`config.mk`:
```
export PLATFORM = sky130hd
export DESIGN_NAME = display_mux
export DESIGN_NICKNAME = d
export VERILOG_FILES = /design/src/rtl/display_pkg.sv /design/src/rtl/bcd_to_seg.sv /design/src/rtl/display_mux.sv
export SDC_FILE = /design/constraint.sdc
export NUM_CORES = 1
export LEC_CHECK = 0
export CAP_MARGIN = 25
export CELL_PAD_IN_SITES_DETAIL_PLACEMENT = 1
export CELL_PAD_IN_SITES_GLOBAL_PLACEMENT = 1
export CORE_MARGIN = 4
export CORE_UTILIZATION = 49
export DETAILED_ROUTE_END_ITERATION = 8
export GPL_TIMING_DRIVEN = 0
export PLACE_DENSITY_LB_ADDON = 0.15
export REMOVE_ABC_BUFFERS = 1
export SKIP_CTS_REPAIR_TIMING = 1
export SLEW_MARGIN = 0
export SYNTH_ARGS = -nofsm -noshare
export SYNTH_HDL_FRONTEND = slang
export SYNTH_SLANG_ARGS = --single-unit
```
`constraint.sdc`:
```
create_clock -name clk -period 6.1 [get_ports clk]
set_input_delay 1.525 -clock clk [delete_from_list [all_inputs] [get_ports clk]]
set_output_delay 1.525 -clock clk [all_outputs]
set_load 0.02 [all_outputs]
```
`src/rtl/display_pkg.sv`:
```
// rtl/display_pkg.sv - shared segment patterns and digit-index encodings for display_mux
package display_pkg;

   typedef enum logic [1:0] {
      DIG_SEC0 = 2'd0,
      DIG_SEC1 = 2'd1,
      DIG_MIN0 = 2'd2,
      DIG_MIN1 = 2'd3
   } digit_t;

   // Active-low cathodes ordered {g,f,e,d,c,b,a}
   localparam logic [6:0] SEG_0     = 7'b1000000;
   localparam logic [6:0] SEG_1     = 7'b1111001;
   localparam logic [6:0] SEG_2     = 7'b0100100;
   localparam logic [6:0] SEG_3     = 7'b0110000;
   localparam logic [6:0] SEG_4     = 7'b0011001;
   localparam logic [6:0] SEG_5     = 7'b0010010;
   localparam logic [6:0] SEG_6     = 7'b0000010;
   localparam logic [6:0] SEG_7     = 7'b1111000;
   localparam logic [6:0] SEG_8     = 7'b0000000;
   localparam logic [6:0] SEG_9     = 7'b0010000;
   localparam logic [6:0] SEG_DASH  = 7'b0111111;
   localparam logic [6:0] SEG_BLANK = 7'b1111111;

   localparam logic [3:0] AN_OFF       = 4'b1111;
   localparam logic [3:0] MASK_MINUTES = 4'b1100;
   localparam logic [3:0] MASK_SECONDS = 4'b0011;

   function automatic logic [3:0] anode_for(input digit_t d);
      logic [3:0] one_hot;
      one_hot = 4'b0001 << d;
      return ~one_hot;
   endfunction

endpackage

```
`src/rtl/bcd_to_seg.sv`:
```
// rtl/bcd_to_seg.sv - combinational BCD to active-low seven-segment decoder
module bcd_to_seg
   import display_pkg::*;
(
   input  logic [3:0] bcd,
   output logic [6:0] seg
);

   always_comb begin
      seg = SEG_DASH;
      case (bcd)
         4'd0:    seg = SEG_0;
         4'd1:    seg = SEG_1;
         4'd2:    seg = SEG_2;
         4'd3:    seg = SEG_3;
         4'd4:    seg = SEG_4;
         4'd5:    seg = SEG_5;
         4'd6:    seg = SEG_6;
         4'd7:    seg = SEG_7;
         4'd8:    seg = SEG_8;
         4'd9:    seg = SEG_9;
         default: seg = SEG_DASH;
      endcase
   end

endmodule

```
`src/rtl/display_mux.sv`:
```
// rtl/display_mux.sv - four-digit multiplexed stopwatch display with frame snapshot and adjust blink
module display_mux
   import display_pkg::*;
#(
   parameter int SCAN_DIV  = 100000,
   parameter int BLINK_DIV = 25000000
) (
   input  logic       clk,
   input  logic       reset,
   input  logic [3:0] min1,
   input  logic [3:0] min0,
   input  logic [3:0] sec1,
   input  logic [3:0] sec0,
   input  logic       adj_mode,
   input  logic       sel,
   output logic [6:0] seg,
   output logic [3:0] an
);

   localparam int SW = (SCAN_DIV > 1) ? $clog2(SCAN_DIV) : 1;
   localparam int BW = (BLINK_DIV > 1) ? $clog2(BLINK_DIV) : 1;
   localparam logic [SW-1:0] SCAN_LAST  = SW'(SCAN_DIV - 1);
   localparam logic [BW-1:0] BLINK_LAST = BW'(BLINK_DIV - 1);

   logic [SW-1:0] scan_cnt;
   logic [BW-1:0] blink_cnt;
   digit_t        idx;
   logic          blink_phase;
   logic          first;
   logic [3:0]    sh_min1, sh_min0, sh_sec1, sh_sec0;
   logic [3:0]    digit_val;
   logic [3:0]    blank_mask;
   logic [6:0]    dec_seg;
   logic          scan_wrap;
   logic          frame_wrap;

   assign scan_wrap  = (scan_cnt == SCAN_LAST);
   assign frame_wrap = scan_wrap && (idx == DIG_MIN1);

   always_ff @(posedge clk or posedge reset) begin
      if (reset) begin
         scan_cnt <= '0;
         idx      <= DIG_SEC0;
      end else if (scan_wrap) begin
         scan_cnt <= '0;
         idx      <= digit_t'(idx + 2'd1);
      end else begin
         scan_cnt <= scan_cnt + SW'(1);
      end
   end

   always_ff @(posedge clk or posedge reset) begin
      if (reset) begin
         blink_cnt   <= '0;
         blink_phase <= 1'b1;
      end else if (blink_cnt == BLINK_LAST) begin
         blink_cnt   <= '0;
         blink_phase <= ~blink_phase;
      end else begin
         blink_cnt <= blink_cnt + BW'(1);
      end
   end

   // Shadows only change between frames so a frame never mixes old and new digits
   always_ff @(posedge clk or posedge reset) begin
      if (reset) begin
         first   <= 1'b1;
         sh_min1 <= '0;
         sh_min0 <= '0;
         sh_sec1 <= '0;
         sh_sec0 <= '0;
      end else begin
         first <= 1'b0;
         if (first || frame_wrap) begin
            sh_min1 <= min1;
            sh_min0 <= min0;
            sh_sec1 <= sec1;
            sh_sec0 <= sec0;
         end
      end
   end

   // On the very first edge the shadows are being loaded, so show the loaded value directly
   always_comb begin
      digit_val = '0;
      case (idx)
         DIG_SEC0: digit_val = first ? sec0 : sh_sec0;
         DIG_SEC1: digit_val = first ? sec1 : sh_sec1;
         DIG_MIN0: digit_val = first ? min0 : sh_min0;
         DIG_MIN1: digit_val = first ? min1 : sh_min1;
         default:  digit_val = '0;
      endcase
   end

   always_comb begin
      blank_mask = '0;
      if (adj_mode && !blink_phase) begin
         blank_mask = sel ? MASK_SECONDS : MASK_MINUTES;
      end
   end

   bcd_to_seg u_dec (
      .bcd (digit_val),
      .seg (dec_seg)
   );

   always_ff @(posedge clk or posedge reset) begin
      if (reset) begin
         an  <= AN_OFF;
         seg <= SEG_BLANK;
      end else begin
         an  <= anode_for(idx) | blank_mask;
         seg <= dec_seg;
      end
   end

endmodule
```
==> impl_results.md, run 1 <==
* Worst-margin pin slew at ~0.91 ns
* Hold Path Depth at 1
* Die X at 92.30 microns
* Fin. Hold Viols at 0
* Hold EP: scan_cnt[0]
* Static Leakage at 1.745 nW
* Ant. Diodes at 0
* Post-route core utilization at 0.5967
* CTS Buf Count at 9
* WP buf/inv at 1
* CP top delay family: buffers and inverters
* Crit path DAT at 1.48 ns
* Hold Crit Start: scan_cnt[0]
* First-pass GRT wire length at 13030 microns
* Synth top area cells: dfrtp_1, dfstp_2, mux2_2
* Crit path required time at 4.58 ns
* Hold crit path type: flop to flop
* Syn Area/Cell at 10.78 sq um
* Final Max Slew Viols at 0
* Final period utilization at 0.4934
* Min setup slack post-route at 3.090 ns
* Cell Chain, Critical Path: clkdlybuf4s50_1
* Fmax at 0.3322 GHz
* Async SR Flop Fraction at 1.000
* Status: finished, final reports clean
* Post-synth EDFFs at 0
* Sequential share of the synthesized area at 0.5293
* DRT iter0 DRCs at 47
* Reg2reg end: sh_sec1[1]
* Worst stage delay on the critical path at 0.60 ns
* Die extent in y at 92.30 microns
* RSZ-0062 raised after global routing: no
* GRT met2 Usage at 0.3227
* Max-slew headroom at 0.3860
* Critical path's slowest cell: clkdlybuf4s50_1
* Grt met3 use at 0.04468
* # port buffers at 30
* Routed WL per cell at 15.97 microns
* Final wirelength at 7312 microns
* Synth warn at 0
* IO Pins at 31
* Vias in the first global route at 2703
* Antenna violations before repair at 0
* Post-Syn Area at 3482 sq um
* DR pass1 iterations at 4
* Clock latency on the worst-skew pair at between 0.3 and 0.4 ns
* Core area at 6832 sq um
* Mapped Cells at roughly 320
* Setup TNS at 0 ns
* Tmin final at 3.010 ns
* Critical path class: flop to primary output
* Pwr Density at approximately 230 nW/um^2
* CP endpoint kind: primary output
* Most used DFF post-synth: dfrtp_1
* Share of the synthesized area in the top cell type at 0.4312
* Layout area overhead at 17.07%
* MaxCap Viol Count at 0
* Fin nets at 388
* GRT overflow at 0
* Starting Density at 0.5097
* Crit Path Max Fanout at 1
* Grt met1 use at 0.2413
* Yosys reg bits at 73
* DRC at 0
* Final setup viols at 0
* Drt via density at 5.448
* Total track usage at 0.1919
* CTS Root Cell: clkbuf_8
* Longest Clk Path Bufs at 2
* Std cell rows at 30
* Routed vias at 2495
* Largest net degree at the start of global routing at 74
* Die area at 8519 sq um
* R2R Setup Slk at between 3 and 4 ns
* Layer carrying the most global-route usage: met2
* Layout cells sized above 1 at 0.1464
* Placer's final routability congestion estimate at just under 0.8
* Worst-path clk slew at roughly 0.070 ns
* Distinct cells, synth at 44
* Post-detail-place hpwl at roughly 5000 microns
* Clock sinks at 73
* Post-DRT Antenna Nets at 0
* Setup WS pre-CTS at 2.923 ns
* Nature of the critical path startpoint: flop
* Htree depth at 3
* Yosys top cell by area: dfrtp_1
* Worst r2r src: scan_cnt[0]
* TritonCTS clock tree: done
* Cells on worst reg2reg path at 6
* Worst Clk Skew at between 0.01 and 0.015 ns
* Worst IR Drop VDD at 0.1772 mV
[cell families (layout without fill, tap and decap cells)]
kind of cell    after synthesis  in the layout  synth area share
compound gates               23             23           0.04779
xor+xnor                     36             36           0.09055
fa+ha+maj                    11             11           0.03953
buf+inv                      18             57           0.01976
flops                        73             73            0.5293
mux                          21             21           0.06612
other cells                   1              1          0.001077
simple gates                140            140            0.2059
[Yosys cell counts (all sizes together) (4+ instances only)]
library cell	instances
xnor2	17
nand3	28
and3	6
nand4	8
ha	11
nand2	33
xor2	19
mux2	16
inv	10
nor2	32
nor4	5
clkbuf	7
dfstp	13
mux2i	5
dfrtp	60
and4	4
a22oi	8
nor2b	4
nor3	4
[cell usage in the layout (no fill, tap or decap), types with 3 or more instances in the layout]
cell             Yosys  routed
nor4_1               4       3
clkdlybuf4s50_1      0      30
o21ai_0              3       3
dfstp_2             13      13
and4_1               4       4
inv_1               10       9
clkbuf_8             0      11
nand2_1             33      33
mux2_2              16      16
and3_1               6       6
ha_1                11      11
nor3_1               4       4
nand3_1             28      28
nand3b_1             3       3
a22oi_1              8       8
nor2b_1              4       4
xor2_1              19      19
nand4_1              7       7
nor2_1              32      32
dfrtp_1             60      60
xnor2_1             17      17
mux2i_1              5       5
[power by group]
part / switching, mW / internal, mW
clock network: 0.173 / 0.169
registers: 0.00871 / 0.508
logic: 0.0459 / 0.0454
[metal layers]
metal  part of all wire  vias to the layer above
met1               0.44                     1263
met5                  0                        -
met3              0.035                       13
met4              0.019                        0
li1                   -                     1181
met2               0.51                       38
[sequential cells by signal (all words and copies together) (netlist names)]
name / cells
sh_sec0: 4
scan_cnt: 17
blink_phase: 1
sh_sec1: 4
blink_cnt: 25
seg: 7
an: 4
sh_min0: 4
idx: 2
sh_min1: 4
first: 1
[layout make-up]
type	count	area, sq um
Multi-Input combinational cell	232	1589
Fill cell	760	2755
Sequential cell	73	1843
Tap cell	96	120.1
Clock buffer	13	158.9
Clock inverter	3	17.52
Timing Repair Buffer	31	307.8
Inverter	10	40.04
[stage by stage]
| step | std cells | cell area, sq um | hold slack, ns | power [mW] |
|---|---|---|---|---|
| 2_1_floorplan | 315 | 3451 | 0.4474 | 0.5764 |
| 4_1_cts | 458 | 4076 | 0.4967 | 0.9659 |
| 6_report | 458 | 4076 | 0.4933 | 0.9505 |
| 5_1_grt | 458 | 4076 | 0.5168 | 0.9961 |
| 3_3_place_gp | 441 | 3871 | 0.4695 | 0.6144 |
| 3_5_place_dp | 442 | 3900 | 0.4839 | 0.6190 |
[worst max path at each step]
stage,startpoint,to,depth (start not counted)
after floorplan,reset,blink_cnt[0],1
after global placement,reset,sh_min0[0],2
after detailed placement,min0[1],seg[3],7
after CTS,an[3],an[3],1
after global routing,an[0],an[0],1
final,an[0],an[0],1
(Power assumes the default switching activity.)
==> run 2, diff against run 1 <==
Settings changed: CORE_UTILIZATION 49 to 41.
Clock period 6.1 ns to 2.6 ns, I/O delays scaled along.
==> run 2 against run 1 <==
  * Clock skew about the same
  * Via count shrank 1.6%
  * Critical path depth is 5 higher
  * First-iteration DRC count up 43%
  * Setup slack lost 2.9 ns
  * Hold slack lost 0.0043 ns
  * Sequential cell count did not move
  * Design area grew 2.2%
  * Critical path type is now flop to flop
==> impl_results.md, run 2 (synthesis results as in run 1) <==
* Grt met1 use at 0.2280 (was 0.2413)
* Antenna violations before repair at 0 (unchanged)
* Die extent in y at 100.2 microns (was 92.30 microns)
* Crit path required time at 2.82 ns (was 4.58 ns)
* Final period utilization at 0.9093
* Largest net degree at the start of global routing at 58 (was 74)
* DRC at 0 (unchanged)
* Placer's final routability congestion estimate at 0.7927 (was 0.7747)
* Fmax at 0.4230 GHz
* Cell Chain, Critical Path: ha_1 > and4_1 > nand2_1 > nor4_1 > a21oi_2 > mux2_2 (was clkdlybuf4s50_1)
* CTS Buf Count at 9 (unchanged)
* MaxCap Viol Count at 0 (unchanged)
* Pwr Density at 586.0 nW/um^2 (was 233.2 nW/um^2)
* Post-DRT Antenna Nets at 0 (unchanged)
* TritonCTS clock tree: done (unchanged)
* # port buffers at 30 (unchanged)
* Fin. Hold Viols at 0 (unchanged)
* Most frequent cells in the layout: dfrtp_1, nand2_1, nor2_1 (unchanged)
* Clock latency on the worst-skew pair at 0.34 ns (about the same)
* Max reg flops at 25 (unchanged)
* Fin nets at 389 (was 388)
* Crit path DAT at 2.58 ns (was 1.48 ns)
* Die area at 10030 sq um (was 8519 sq um)
* RSZ-0062 raised after global routing: no (unchanged)
* GRT overflow at 0 (unchanged)
* Total track usage at 0.1675 (was 0.1919)
* Core area at 8258 sq um (was 6832 sq um)
* Final setup viols at 0 (unchanged)
* Critical path's slowest cell: a21oi_2 (was clkdlybuf4s50_1)
* Tmin final at about 2.4 ns
* DRT iter0 DRCs at 67 (was 47)
* Die X at 100.2 microns (was 92.30 microns)
* Clock sinks at 73 (unchanged)
* Routed vias at 2455 (was 2495)
* Ant. Diodes at 0 (unchanged)
* First-pass GRT wire length at 13150 microns (was 13030 microns)
* Static Leakage at 1.783 nW (was 1.745 nW)
* Vias in the first global route at 2664 (was 2703)
* R2R Setup Slk at 0.24 ns (was 3.73 ns)
* Grt met3 use at 0.02780 (was 0.04468)
* Drt via density at 5.246 (was 5.448)
* Hold crit path type: flop to flop (unchanged)
* Layer carrying the most global-route usage: met2 (unchanged)
* Layout cells sized above 1 at 0.1543 (was 0.1464)
* Std cell rows at 33 (was 30)
* CTS Root Cell: clkbuf_8 (unchanged)
* Worst stage delay on the critical path at 0.69 ns (was 0.60 ns)
* Worst-margin pin slew at 0.9613 ns (was 0.9141 ns)
* Crit Path Max Fanout at 16 (was 1)
* Largest Register: blink_cnt (unchanged)
* Status: finished, final reports clean (unchanged)
* Worst-path clk slew at 0.08 ns (was 0.07 ns)
* Post-detail-place hpwl at 5443 microns (was 5119 microns)
* Max-slew headroom at 0.3543 (was 0.3860)
* Setup TNS at 0 ns (unchanged)
* Longest Clk Path Bufs at 2 (unchanged)
* Final Max Slew Viols at 0 (unchanged)
* GRT met2 Usage at 0.2666 (was 0.3227)
* Layout area overhead at 19.69% (was 17.07%)
* Starting Density at 0.4217 (was 0.5097)
* Htree depth at 3 (unchanged)
* Top Registers: blink_cnt: 25 flops, scan_cnt: 17 flops, seg: 7 flops (unchanged)
* Commonest non-fill, non-tap cell in the layout: dfrtp_1 (unchanged)
* Post-route core utilization at 0.5047 (was 0.5967)
* Routed WL per cell at 16.16 microns (was 15.97 microns)
* Worst Clk Skew at 0.01267 ns (was 0.01248 ns)
* DR pass1 iterations at 4 (unchanged)
* Nature of the critical path startpoint: flop (unchanged)
* CP endpoint kind: flop (was primary output)
* Worst IR Drop VDD at 0.2616 mV (was 0.1772 mV)
* Final wirelength at 7563 microns (was 7312 microns)
* Critical path class: flop to flop (was flop to primary output)
* IO Pins at 31 (unchanged)
==> run 2: per-layer routing <==
layer / routed length, microns / up-vias
li1: - / 1191
met1: 3587 / 1224
met2: 3627 / 30
met3: 221 / 10
met4: 128 / 0
met5: 0 / -
==> run 2: critical path, delay by kind of cell, from the launching register on <==
kind	cells	cell delay, ns
AO/OA/AOI/OAI	1	0.69
adder cells (fa/ha/maj)	1	0.25
flip-flops	1	0.41
multiplexers	1	0.42
AND/OR/NAND/NOR	3	0.47
==> run 2: final timing paths <==
kind / startpoint / end / cells after the start
max: scan_cnt[0] / sh_min1[1] / 6
min: scan_cnt[11] / scan_cnt[11] / 1
max in group asynchronous: reset / an[2] / 3
max reg2reg: scan_cnt[0] / sh_min1[1] / 6
min reg2reg: scan_cnt[11] / scan_cnt[11] / 1
min in group asynchronous: reset / scan_cnt[13] / 2
==> run 2: cell type report <==
| type | instances | area (sq um) |
|---|---|---|
| tap | 105 | 131.4 |
| sequential | 73 | 1843 |
| clock inverter | 5 | 77.57 |
| multi-input combinational | 232 | 1589 |
| inverter | 10 | 40.04 |
| fill | 935 | 4090 |
| timing repair buffer | 32 | 335.3 |
| clock buffer | 11 | 151.4 |
==> run 2: power by group <==
part	internal, mW	total [mW]	switching [mW]	leakage, nW
combinational	0.111	0.218	0.107	0.759
sequential	1.19	1.21	0.0199	0.909
clock	0.590	1.01	0.422	0.115
total	1.89	2.44	0.550	1.78
==> run 2: stage by stage <==
| stage | worst slack (ns) | hold WS, ns | instances | total power [mW] | instance area, sq um |
|---|---|---|---|---|---|
| 2_1_floorplan | 0.1182 | 0.4474 | 315 | 1.352 | 3451 |
| 3_3_place_gp | -1.148 | 0.4676 | 450 | 1.444 | 3882 |
| 3_5_place_dp | 0.2117 | 0.4788 | 452 | 1.455 | 3939 |
| 4_1_cts | 0.1998 | 0.4912 | 468 | 2.478 | 4168 |
| 5_1_grt | 0.03252 | 0.5182 | 468 | 2.555 | 4168 |
| 6_report | 0.2358 | 0.4890 | 468 | 2.442 | 4168 |
==> run 3, diff against run 2 <==
Settings changed: CORE_ASPECT_RATIO set to 0.8, GPL_TIMING_DRIVEN 0 to not set.
==> run 3 against run 2 <==
  * Register-to-register slack better by 0.17 ns
  * Core utilization up 0.79 points
  * Design area down 0.48%
  * First-iteration DRC count up 43%
  * Sequential share of layout area up 0.21 points
  * Critical path depth up 2
  * Power down 5.1%
  * Die area about the same
  * Non-clock buffer count up 5
  * Clock skew down 0.0015 ns
  * Critical endpoint is now seg[3]
  * Largest cell class unchanged
==> impl_results.md, run 3 (synthesis results as in run 1) <==
* Final wirelength at 7400 microns (was 7563 microns)
* Final period utilization at 0.8432 (was 0.9093)
* Reg2reg end: seg[3] (was sh_min1[1])
* Hold Crit Start: scan_cnt[0] (was scan_cnt[11])
* Post-detail-place hpwl at 5429 microns (was 5443 microns)
* CTS Root Cell: clkbuf_8 (unchanged)
* Fin nets at 394 (was 389)
* Layout area overhead at 19.12% (was 19.69%)
* Status: finished, final reports clean (unchanged)
* Fmax at 0.4561 GHz (was 0.4230 GHz)
* Worst r2r src: idx[0] (was scan_cnt[0])
* Worst stage delay on the critical path at 0.42 ns (was 0.69 ns)
* Htree depth at 3 (unchanged)
* WP buf/inv at 1 (was 0)
* Clock sinks at 73 (unchanged)
* Critical path class: flop to flop (unchanged)
* Drt via density at 5.197 (was 5.246)
* MaxCap Viol Count at 0 (unchanged)
* DRT iter0 DRCs at 96 (was 67)
* Pwr Density at 559.0 nW/um^2 (was 586.0 nW/um^2)
* Fill cells at 887 (was 935)
* Post-DRT Antenna Nets at 0 (unchanged)
* Largest Register: blink_cnt (unchanged)
* Top Registers: blink_cnt: 25 flops, scan_cnt: 17 flops, seg: 7 flops (unchanged)
* Placer's final routability congestion estimate at 0.7629 (was 0.7927)
* Critical path's slowest cell: dfrtp_1 (was a21oi_2)
* Area after DPL at 3951 sq um (was 3939 sq um)
* DR pass1 iterations at 4 (unchanged)
* Cell Chain, Critical Path: inv_1 > ha_1 > a22oi_1 > nand3_1 > nand3_1 > ha_1 > nor2_1 > a211o_1 (was ha_1 > and4_1 > nand2_1 > nor4_1 > a21oi_2 > mux2_2)
* Tmin final at 2.192 ns (was 2.364 ns)
* Setup TNS at 0 ns (unchanged)
* Worst-margin pin slew at 0.5720 ns (was 0.9613 ns)
* # port buffers at 30 (unchanged)
* Crit Path Max Fanout at 9 (was 16)
* Std cell rows at 29 (was 33)
* Vias in the first global route at 2554 (was 2664)
* Antenna violations before repair at 0 (unchanged)
* CP top delay family: adder cells (was compound AO/OA/AOI/OAI gates)
* Worst-path clk slew at 0.08 ns (about the same)
* DRC at 0 (unchanged)
* Layout cells sized above 1 at 0.1576 (was 0.1543)
* Crit path to: seg[3] (was sh_min1[1])
* Final Max Slew Viols at 0 (unchanged)
* Die extent in y at 90.43 microns (was 100.2 microns)
* Fin. Hold Viols at 0 (unchanged)
* Crit path required time at 2.88 ns (was 2.82 ns)
* Most frequent cells in the layout: dfrtp_1, nand2_1, nor2_1 (unchanged)
* RSZ-0062 raised after global routing: no (unchanged)
* Max-slew headroom at 0.6152 (was 0.3543)
* Critical Path Start: idx[0] (was scan_cnt[0])
* Worst IR Drop VDD at 0.3147 mV (was 0.2616 mV)
* CP endpoint kind: flop (unchanged)
* Core area at 8092 sq um (was 8258 sq um)
* TritonCTS clock tree: done (unchanged)
* Total track usage at 0.1577 (was 0.1675)
* Cells on worst reg2reg path at 8 (was 6)
* R2R Setup Slk at 0.41 ns (was 0.24 ns)
* Largest net degree at the start of global routing at 62 (was 58)
* Starting Density at 0.4303 (was 0.4217)
* GRT overflow at 0 (unchanged)
* Ant. Diodes at 0 (unchanged)
* Final setup viols at 0 (unchanged)
* CTS Buf Count at 9 (unchanged)
* Nature of the critical path startpoint: flop (unchanged)
* Longest Clk Path Bufs at 2 (unchanged)
* Routed vias at 2474 (was 2455)
* First-pass GRT wire length at 12790 microns (was 13150 microns)
* Max reg flops at 25 (unchanged)
* Final Instance Area at 4148 sq um (was 4168 sq um)
* Worst Clk Skew at 0.01117 ns (was 0.01267 ns)
* Die area at 10040 sq um (was 10030 sq um)
* Static Leakage at 1.769 nW (was 1.783 nW)
* Post-route core utilization at 0.5126 (was 0.5047)
* Worst path depth at 8 (was 6)
* Die X at 111.0 microns (was 100.2 microns)
* Clock latency on the worst-skew pair at 0.35 ns (was 0.34 ns)
* IO Pins at 31 (unchanged)
* Routed WL per cell at 15.55 microns (was 16.16 microns)
* Crit path DAT at 2.47 ns (was 2.58 ns)
* Commonest non-fill, non-tap cell in the layout: dfrtp_1 (unchanged)
* Total power at 2.319 mW (was 2.442 mW)
* Hold crit path type: flop to flop (unchanged)
[run 3: cell types whose count changed in the layout (fill, tap and decap cells not counted)]
cell	previous run	this run
buf_16	1	0
clkbuf_1	0	1
buf_4	1	6
inv_4	1	0
a21oi_2	1	0
a21oi_1	2	3
inv_2	0	1
clkbuf_8	11	10
nor4_1	3	4
buf_12	0	1
bufinv_16	2	1
nor4_4	1	0
clkinvlp_4	1	2
[run 3: worst min-delay path by stage]
stage	to	slack (ns)	cells after the start
2_1_floorplan	scan_cnt[11]	0.45	1
3_3_place_gp	scan_cnt[0]	0.48	1
5_1_grt	scan_cnt[13]	0.52	1
4_1_cts	scan_cnt[0]	0.49	1
3_5_place_dp	scan_cnt[0]	0.48	1
6_report	scan_cnt[0]	0.48	1
[run 3: cell type report]
| class | instances | area (sq um) | area share |
|---|---|---|---|
| Multi-Input combinational cell | 232 | 1570 | 0.3786 |
| Timing Repair Buffer | 37 | 365.4 | 0.08808 |
| Clock inverter | 5 | 55.05 | 0.01327 |
| Inverter | 10 | 37.54 | 0.009050 |
| Tap cell | 108 | 135.1 | 0.03258 |
| Clock buffer | 11 | 141.4 | 0.03409 |
| Sequential cell | 73 | 1843 | 0.4443 |
[run 3: report_power, final]
group	switching [mW]	total [mW]	internal (mW)
registers	0.0194	1.21	1.19
logic	0.110	0.222	0.111
clock network	0.419	0.885	0.466
[run 3: routing by layer]
metal / track usage / wire length (microns) / up-vias
met5: 0 / 0 / -
met4: 0.05978 / 111 / 0
met3: 0.04555 / 294 / 9
met2: 0.2333 / 3217 / 35
met1: 0.2192 / 3775 / 1230
li1: - / - / 1200
[run 3: stage by stage]
stage | hold slack (ns) | instances | worst slack [ns]
6_report | 0.4842 | 476 | 0.4077
5_1_grt | 0.5190 | 476 | 0.2696
4_1_cts | 0.4944 | 476 | 0.3793
3_5_place_dp | 0.4850 | 460 | 0.2801
3_3_place_gp | 0.4774 | 460 | 0.3587
2_1_floorplan | 0.4474 | 315 | 0.1182
